### config.mk
export PLATFORM = sky130hd
export DESIGN_NAME = decode_stage_controller_flat
export DESIGN_NICKNAME = d
export VERILOG_FILES = /design/src/rtl/decode_stage_if.sv /design/src/rtl/decode_stage_controller.sv /design/src/flat_wrapper.sv
export SDC_FILE = /design/constraint.sdc
export NUM_CORES = 1
export LEC_CHECK = 0
export ABC_AREA = 1
export CORE_MARGIN = 2
export CORE_UTILIZATION = 50
export CTS_BUF_LIST = sky130_fd_sc_hd__clkbuf_4 sky130_fd_sc_hd__clkbuf_8
export CTS_CLUSTER_SIZE = 25
export DETAILED_ROUTE_END_ITERATION = 10
export GPL_TIMING_DRIVEN = 0
export PLACE_DENSITY = 0.89
export RECOVER_POWER = 50
export SETUP_SLACK_MARGIN = 0.1
export SLEW_MARGIN = 15
export SYNTH_ARGS = -nofsm -noshare
export SYNTH_HDL_FRONTEND = slang
export SYNTH_SLANG_ARGS = --single-unit
### constraint.sdc
create_clock -name clk -period 1.9 [get_ports clk]
set_clock_uncertainty 0.15 [all_clocks]
set_input_delay 0.38 -clock clk [delete_from_list [all_inputs] [get_ports clk]]
set_output_delay 0.38 -clock clk [all_outputs]
set_load 0.05 [all_outputs]
### src/rtl/decode_stage_if.sv
// Stage broadcast bundle between the decode sequencer (master) and the array
// consumers (slave): round control inputs plus registered stage/qualifier outputs.
interface decode_stage_if #(
  parameter int NUM_CONTEXTS    = 2,
  parameter int MAX_GROW_ROUNDS = 15,
  parameter int STAGE_WIDTH     = 4
);
  localparam int CTX_W = (NUM_CONTEXTS > 1) ? $clog2(NUM_CONTEXTS) : 1;
  localparam int GR_W  = $clog2(MAX_GROW_ROUNDS + 1);

  logic                   start;
  logic                   single_context;
  logic                   busy_in;
  logic                   odd_clusters_in;
  logic [STAGE_WIDTH-1:0] global_stage;
  logic                   do_not_store;
  logic [CTX_W-1:0]       context_id;
  logic [GR_W-1:0]        grow_rounds;
  logic                   overflow;
  logic                   done;

  modport master (
    input  start, single_context, busy_in, odd_clusters_in,
    output global_stage, do_not_store, context_id, grow_rounds, overflow, done
  );

  modport slave (
    output start, single_context, busy_in, odd_clusters_in,
    input  global_stage, do_not_store, context_id, grow_rounds, overflow, done
  );
endinterface

### src/rtl/decode_stage_controller.sv
// Decode round sequencer: walks each context through load/grow/merge/peel/result/
// memory stages, looping grow/merge while odd clusters remain, then returns to idle.
module decode_stage_controller #(
  parameter int NUM_CONTEXTS    = 2,
  parameter int MERGE_MIN       = 3,
  parameter int RESULT_CYCLES   = 2,
  parameter int MAX_GROW_ROUNDS = 15,
  parameter int STAGE_WIDTH     = 4
) (
  input  logic          clk,
  input  logic          reset,
  decode_stage_if.master ctrl
);
  localparam int CTX_W   = (NUM_CONTEXTS > 1) ? $clog2(NUM_CONTEXTS) : 1;
  localparam int GR_W    = $clog2(MAX_GROW_ROUNDS + 1);
  localparam int CNT_MAX = (MERGE_MIN > RESULT_CYCLES) ? MERGE_MIN : RESULT_CYCLES;
  localparam int CNT_W   = $clog2(CNT_MAX + 1);
  localparam bit ONE_CTX = (NUM_CONTEXTS == 1);

  localparam logic [STAGE_WIDTH-1:0] S_IDLE  = STAGE_WIDTH'(0);
  localparam logic [STAGE_WIDTH-1:0] S_PARAM = STAGE_WIDTH'(1);
  localparam logic [STAGE_WIDTH-1:0] S_MEAS  = STAGE_WIDTH'(2);
  localparam logic [STAGE_WIDTH-1:0] S_GROW  = STAGE_WIDTH'(3);
  localparam logic [STAGE_WIDTH-1:0] S_MERGE = STAGE_WIDTH'(4);
  localparam logic [STAGE_WIDTH-1:0] S_PEEL  = STAGE_WIDTH'(5);
  localparam logic [STAGE_WIDTH-1:0] S_RES   = STAGE_WIDTH'(6);
  localparam logic [STAGE_WIDTH-1:0] S_WRITE = STAGE_WIDTH'(7);
  localparam logic [STAGE_WIDTH-1:0] S_READ  = STAGE_WIDTH'(8);

  logic [STAGE_WIDTH-1:0] state_q, state_d;
  logic [CNT_W-1:0]       cnt_q, cnt_d;
  logic [CTX_W-1:0]       ctx_q, ctx_d;
  logic [GR_W-1:0]        gr_q, gr_d;
  logic                   dns_q, dns_d;
  logic                   wrap_q, wrap_d;
  logic                   ovf_q, ovf_d;
  logic                   done_q, done_d;
  logic                   params_q, params_d;

  logic merge_exit, regrow, round_end;

  assign merge_exit = (cnt_q >= CNT_W'(MERGE_MIN)) && !ctrl.busy_in;
  assign regrow     = ctrl.odd_clusters_in && (gr_q < GR_W'(MAX_GROW_ROUNDS));
  assign round_end  = dns_q || wrap_q;

  always_ff @(posedge clk) begin
    if (reset) state_q <= S_IDLE;
    else       state_q <= state_d;
  end

  always_comb begin
    state_d = state_q;
    case (state_q)
      S_IDLE:  if (ctrl.start) state_d = params_q ? S_MEAS : S_PARAM;
      S_PARAM: state_d = S_MEAS;
      S_MEAS:  state_d = S_GROW;
      S_GROW:  state_d = S_MERGE;
      S_MERGE: if (merge_exit) state_d = regrow ? S_GROW : S_PEEL;
      S_PEEL:  state_d = S_RES;
      S_RES:   if (cnt_q >= CNT_W'(RESULT_CYCLES)) state_d = S_WRITE;
      S_WRITE: state_d = S_READ;
      S_READ:  state_d = round_end ? S_IDLE : S_MEAS;
      default: state_d = S_IDLE;
    endcase
  end

  // Dwell counter restarts at 1 on every stage change, so it reads the
  // 1-based cycle index within MERGE / RESULT_VALID.
  always_comb begin
    cnt_d    = CNT_W'(1);
    ctx_d    = ctx_q;
    gr_d     = gr_q;
    dns_d    = dns_q;
    wrap_d   = wrap_q;
    ovf_d    = ovf_q;
    params_d = params_q;
    done_d   = 1'b0;
    if (state_d == state_q)
      cnt_d = (cnt_q == CNT_W'(CNT_MAX)) ? cnt_q : cnt_q + CNT_W'(1);
    case (state_q)
      S_IDLE: if (ctrl.start) begin
        dns_d    = ctrl.single_context | ONE_CTX;
        ovf_d    = 1'b0;
        ctx_d    = '0;
        wrap_d   = 1'b0;
        params_d = 1'b1;
      end
      S_MEAS:  gr_d = '0;
      S_GROW:  if (gr_q < GR_W'(MAX_GROW_ROUNDS)) gr_d = gr_q + GR_W'(1);
      S_MERGE: if (merge_exit && ctrl.odd_clusters_in && !regrow) ovf_d = 1'b1;
      // The last context's wrap to 0 is recorded in wrap_q and shown on
      // context_id when the round returns to idle.
      S_WRITE: if (!dns_q) begin
        if (ctx_q == CTX_W'(NUM_CONTEXTS - 1)) wrap_d = 1'b1;
        else                                   ctx_d  = ctx_q + CTX_W'(1);
      end
      S_READ: if (round_end) begin
        done_d = 1'b1;
        dns_d  = 1'b0;
        ctx_d  = '0;
        wrap_d = 1'b0;
      end
      default: ;
    endcase
  end

  always_ff @(posedge clk) begin
    if (reset) begin
      cnt_q    <= '0;
      ctx_q    <= '0;
      gr_q     <= '0;
      dns_q    <= 1'b0;
      wrap_q   <= 1'b0;
      ovf_q    <= 1'b0;
      done_q   <= 1'b0;
      params_q <= 1'b0;
    end else begin
      cnt_q    <= cnt_d;
      ctx_q    <= ctx_d;
      gr_q     <= gr_d;
      dns_q    <= dns_d;
      wrap_q   <= wrap_d;
      ovf_q    <= ovf_d;
      done_q   <= done_d;
      params_q <= params_d;
    end
  end

  assign ctrl.global_stage = state_q;
  assign ctrl.do_not_store = dns_q;
  assign ctrl.context_id   = ctx_q;
  assign ctrl.grow_rounds  = gr_q;
  assign ctrl.overflow     = ovf_q;
  assign ctrl.done         = done_q;
endmodule

### src/flat_wrapper.sv
// flat-port wrapper written by rule: the top's interface ports become plain ports
module decode_stage_controller_flat 
#(
  parameter int NUM_CONTEXTS    = 2,
  parameter int MERGE_MIN       = 3,
  parameter int RESULT_CYCLES   = 2,
  parameter int MAX_GROW_ROUNDS = 15,
  parameter int STAGE_WIDTH     = 4
)
  (clk, reset, ctrl_start, ctrl_single_context, ctrl_busy_in, ctrl_odd_clusters_in, ctrl_global_stage, ctrl_do_not_store, ctrl_context_id, ctrl_grow_rounds, ctrl_overflow, ctrl_done);
  decode_stage_if #(.NUM_CONTEXTS(NUM_CONTEXTS), .MAX_GROW_ROUNDS(MAX_GROW_ROUNDS), .STAGE_WIDTH(STAGE_WIDTH)) ctrl_i ();
  input  logic clk;
  input  logic reset;
  input wire logic [$bits(ctrl_i.start)-1:0] ctrl_start;
  input wire logic [$bits(ctrl_i.single_context)-1:0] ctrl_single_context;
  input wire logic [$bits(ctrl_i.busy_in)-1:0] ctrl_busy_in;
  input wire logic [$bits(ctrl_i.odd_clusters_in)-1:0] ctrl_odd_clusters_in;
  output wire logic [$bits(ctrl_i.global_stage)-1:0] ctrl_global_stage;
  output wire logic [$bits(ctrl_i.do_not_store)-1:0] ctrl_do_not_store;
  output wire logic [$bits(ctrl_i.context_id)-1:0] ctrl_context_id;
  output wire logic [$bits(ctrl_i.grow_rounds)-1:0] ctrl_grow_rounds;
  output wire logic [$bits(ctrl_i.overflow)-1:0] ctrl_overflow;
  output wire logic [$bits(ctrl_i.done)-1:0] ctrl_done;
  assign ctrl_i.start = ctrl_start;
  assign ctrl_i.single_context = ctrl_single_context;
  assign ctrl_i.busy_in = ctrl_busy_in;
  assign ctrl_i.odd_clusters_in = ctrl_odd_clusters_in;
  assign ctrl_global_stage = ctrl_i.global_stage;
  assign ctrl_do_not_store = ctrl_i.do_not_store;
  assign ctrl_context_id = ctrl_i.context_id;
  assign ctrl_grow_rounds = ctrl_i.grow_rounds;
  assign ctrl_overflow = ctrl_i.overflow;
  assign ctrl_done = ctrl_i.done;
  decode_stage_controller #(.NUM_CONTEXTS(NUM_CONTEXTS), .MERGE_MIN(MERGE_MIN), .RESULT_CYCLES(RESULT_CYCLES), .MAX_GROW_ROUNDS(MAX_GROW_ROUNDS), .STAGE_WIDTH(STAGE_WIDTH)) u_core (.clk(clk), .reset(reset), .ctrl(ctrl_i));
endmodule
==> flow_summary_export.csv <==
group,metric,value,unit
yosys,synthesis.instances,122,
setup_path,critical_r2r_capture,"u_core.cnt_q[0]",
finish,final_net_count,152,
setup_path,worst_path_dominant_cell_family,"buffers and inverters",
drt,num_vias,853,
yosys,synth-warning-count,0,
drt,wl,1920,um
drt,remaining_drc_errors,0,
setup_path,setup.worst_path.class,"reg2out",
die,effective_utilization_at_floorplan,0.530,
finish,fill_cells,173,
sta,grt_setup_unrepaired,"false",
min_path,hold_path_startpoint,"u_core.params_q",
global_route,global_route_wire_length_before_repair,3310,um
finish,number_of_diodes,0,
pwr,total_power,1.58,mW
drt,avgRoutedWirePerCell,11.5,um
setup_path,timing.critical_path.to_type,"primary output",
yosys,synth_top_area_share,0.350,
sta,final.setup.worst_slack,0.148,ns
yosys,avgSynthCellArea,7.50,um2
min_path,hold_path.class,"reg2reg",
setup_path,total_buffers_and_inverters_traversed_by_the_critical_path,1,
setup_path,critPathArrivalTime,1.22,ns
clock_network,ctsHoldBuffers,0,
finish,flow.area_growth_from_synthesis,21.3,%
yosys,synth_area_leader_cell,"dfxtp_1",
drt,routed_via_density,5.11,
clock_network,cts.repair_timing.setup_buffer_count,0,
place,placed_cell_area,1120,um2
clock_network,worstSkewPairLatency,0.28,ns
sta,fraction_of_the_cycle_the_final_worst_path_needs,0.922,
yosys,synth.cell_area,915,um2
drt,detailedRoute.firstIterationViolations,8,
setup_path,start_point_of_the_critical_path,"u_core.ctrl.global_stage[2]",
global_route,grt_remaining_overflow,0,
run,drv_cap,0,
clock_network,postCtsResizedCells,15,
yosys,synth_nets,130,
die,die_area,2190,um2
sta,final_hold_violation_count,0,
yosys,synth_area_leaders,"dfxtp_1, nand2_1, inv_1",
sta,timing.slew.headroom,0.606,
clock_network,tritoncts,"done",
place,worst_setup_slack_post_dpl,0.0154,ns
setup_path,r2r.worst_path.cells,10,
sta,layout_min_cycle_time,1.75,ns
global_route,number_of_global_route_vias_before_repair,818,
setup_path,slowest_stage,"clkbuf_1",
global_route,grt.total_usage,0.216,
clock_network,cts_sinks,16,
die,die-height,46.8,um
clock_network,clk_transition_reported_paths,0.09,ns
min_path,hold_end,"u_core.params_q",
setup_path,timing.critical_path.slowest_cell_delay,0.50,ns
place,gp_routability_congestion,0.833,
clock_network,htree_num_levels,1,
pwr,power_density,1420,nW/um2
sta,tightest_slew,0.594,ns
die,placeableCoreArea,1730,um2
drt,drt_first_pass_iters,4,
pwr,cellLeakagePower,0.515,nW
setup_path,crit_path_start_kind,"register",
outcome,status,"finished clean",
setup_path,crit_path_max_fanout,6,
drt,drtAntennaViolNets,0,
setup_path,cell_depth_of_the_worst_setup_path,1,
global_route,grt_max_degree,9,
setup_path,worst_r2r_startpoint,"u_core.ctrl.global_stage[3]",
clock_network,clock_tree_root_driver_cell,"clkbuf_4",
die,chipWidth,46.8,um
sta,timing.final.max_slew_violations,0,
pwr,irDropWorstVdd,968,uV
sta,finalSetupViolations,0,
sta,setup_total_negative_slack,0,ns
min_path,min_delay_path_depth,2,
setup_path,critical_path_required,1.37,ns
yosys,synth.ff_latch_count,16,
finish,layout-drive-gt1-share,0.204,
die,i_o_pins,18,
die,num_rows,15,
global_route,grt_antenna_before_repair,0,
sta,achievable-frequency,571,MHz
setup_path,worst_path_cell_chain,"clkbuf_1",
finish,postLayoutCellArea,1110,um2
setup_path,regToRegSetupSlack,0.21,ns
yosys,ys_types,30,
clock_network,cts_max_path_buffers,2,
place,buffer_ports.inserted,17,
yosys,synth.yosys.seq_area_share,0.350,
place,detailed_place_hpwl,1530,um
clock_network,tritoncts.num_buffers,3,
## worst max path at each step
stage | end | slack, ns
after global routing | u_core.cnt_q[0] | 0.06
after global placement | ctrl_global_stage[1] | 0.03
after CTS | ctrl_global_stage[2] | 0.11
final | ctrl_global_stage[2] | 0.15
after detailed placement | ctrl_global_stage[1] | 0.02
after floorplan | u_core.cnt_q[0] | 0.15
## sequential cells by signal (all words and copies together), names as in the netlist
signal / flops
u_core.cnt_q: 2
u_core.ctrl.context_id: 1
u_core.ctrl.do_not_store: 1
u_core.ctrl.done: 1
u_core.ctrl.global_stage: 4
u_core.ctrl.grow_rounds: 4
u_core.ctrl.overflow: 1
u_core.params_q: 1
u_core.wrap_q: 1
## synthesized netlist by cell type, drive strengths merged
cell	n
a21oi	11
a22oi	1
a31oi	1
and3	1
buf	2
dfxtp	16
ha	2
inv	17
nand2	25
nand3	8
nand3b	1
nand4	1
nor2	21
nor3	5
nor3b	1
o211a	1
o21a	1
o21ai	4
o311ai	1
xnor2	1
xor2	1
## power by group
group	internal (mW)	switching (mW)	leakage [nW]
combinational	0.289	0.607	0.369
clock	0.0736	0.103	0.0138
sequential	0.427	0.0784	0.132
total	0.790	0.788	0.515
## layout by cell type (no fill, tap or decap)
cell / synthesis / routed
nand2_1: 20 / 21
inv_1: 14 / 16
nor2_1: 14 / 14
dfxtp_1: 16 / 13
a21oi_1: 10 / 10
dlygate4sd2_1: 0 / 9
nor2_2: 6 / 6
clkdlybuf4s50_1: 0 / 5
nand3_1: 4 / 4
nand3_2: 4 / 4
nand2_2: 4 / 4
nor3_2: 5 / 4
clkbuf_4: 0 / 3
dfxtp_2: 0 / 3
clkbuf_1: 0 / 2
o21ai_1: 3 / 2
o21ai_0: 1 / 2
ha_1: 2 / 2
buf_6: 1 / 1
xnor2_1: 1 / 1
nor2_4: 1 / 1
inv_2: 3 / 1
o21a_1: 1 / 1
xor2_1: 1 / 1
o311ai_0: 1 / 1
a31oi_1: 1 / 1
nand4_1: 1 / 1
nor3b_1: 1 / 1
o211a_1: 1 / 1
a22oi_1: 1 / 1
nand3b_1: 1 / 1
a21oi_2: 1 / 1
and3_1: 1 / 1
nor3_1: 0 / 1
clkdlybuf4s15_2: 0 / 1
clkdlybuf4s15_1: 0 / 1
## metrics by stage
step                utilization  std cells  hold slack (ns)
floorplan                     -        122            0.274
global placement          0.648        164            0.290
detailed placement        0.648        164            0.294
CTS                       0.654        167            0.309
global route              0.643        167            0.336
finish                    0.643        167            0.306
## per-layer routing
layer | track usage | vias to the layer above | wire, um
li1 | - | 439 | -
met1 | 0.240 | 389 | 797
met2 | 0.381 | 21 | 983
met3 | 0.0308 | 4 | 93
met4 | 0.139 | 0 | 43
met5 | 0 | - | 0
## cell families after synthesis
family	Yosys count	synth area share
AO/OA/AOI/OAI	20	0.130
buffers and inverters	19	0.0903
flip-flops	16	0.350
adder cells (fa/ha/maj)	2	0.0274
XOR/XNOR	2	0.0192
AND/OR/NAND/NOR	63	0.383
## worst register-to-register path: stages, from the launching register on
cell and delay [ns]:
dfxtp_1 0.33, clkbuf_1 0.35, inv_1 0.11, nand2_1 0.09, nor2_1 0.06, inv_1 0.07
nand2_1 0.06, nor3_2 0.19, nand3_1 0.10, nand2_1 0.06, inv_1 0.04
## area by class of cell
| class | count | area, um2 | area share |
|---|---|---|---|
| Buffer | 2 | 15.0 | 0.0135 |
| Clock buffer | 3 | 22.5 | 0.0203 |
| Inverter | 17 | 63.8 | 0.0575 |
| Multi-Input combinational cell | 87 | 499 | 0.450 |
| Sequential cell | 16 | 324 | 0.292 |
| Tap cell | 25 | 31.3 | 0.0282 |
| Timing Repair Buffer | 17 | 154 | 0.139 |
No activity file was read; power rests on OpenSTA's default activity.
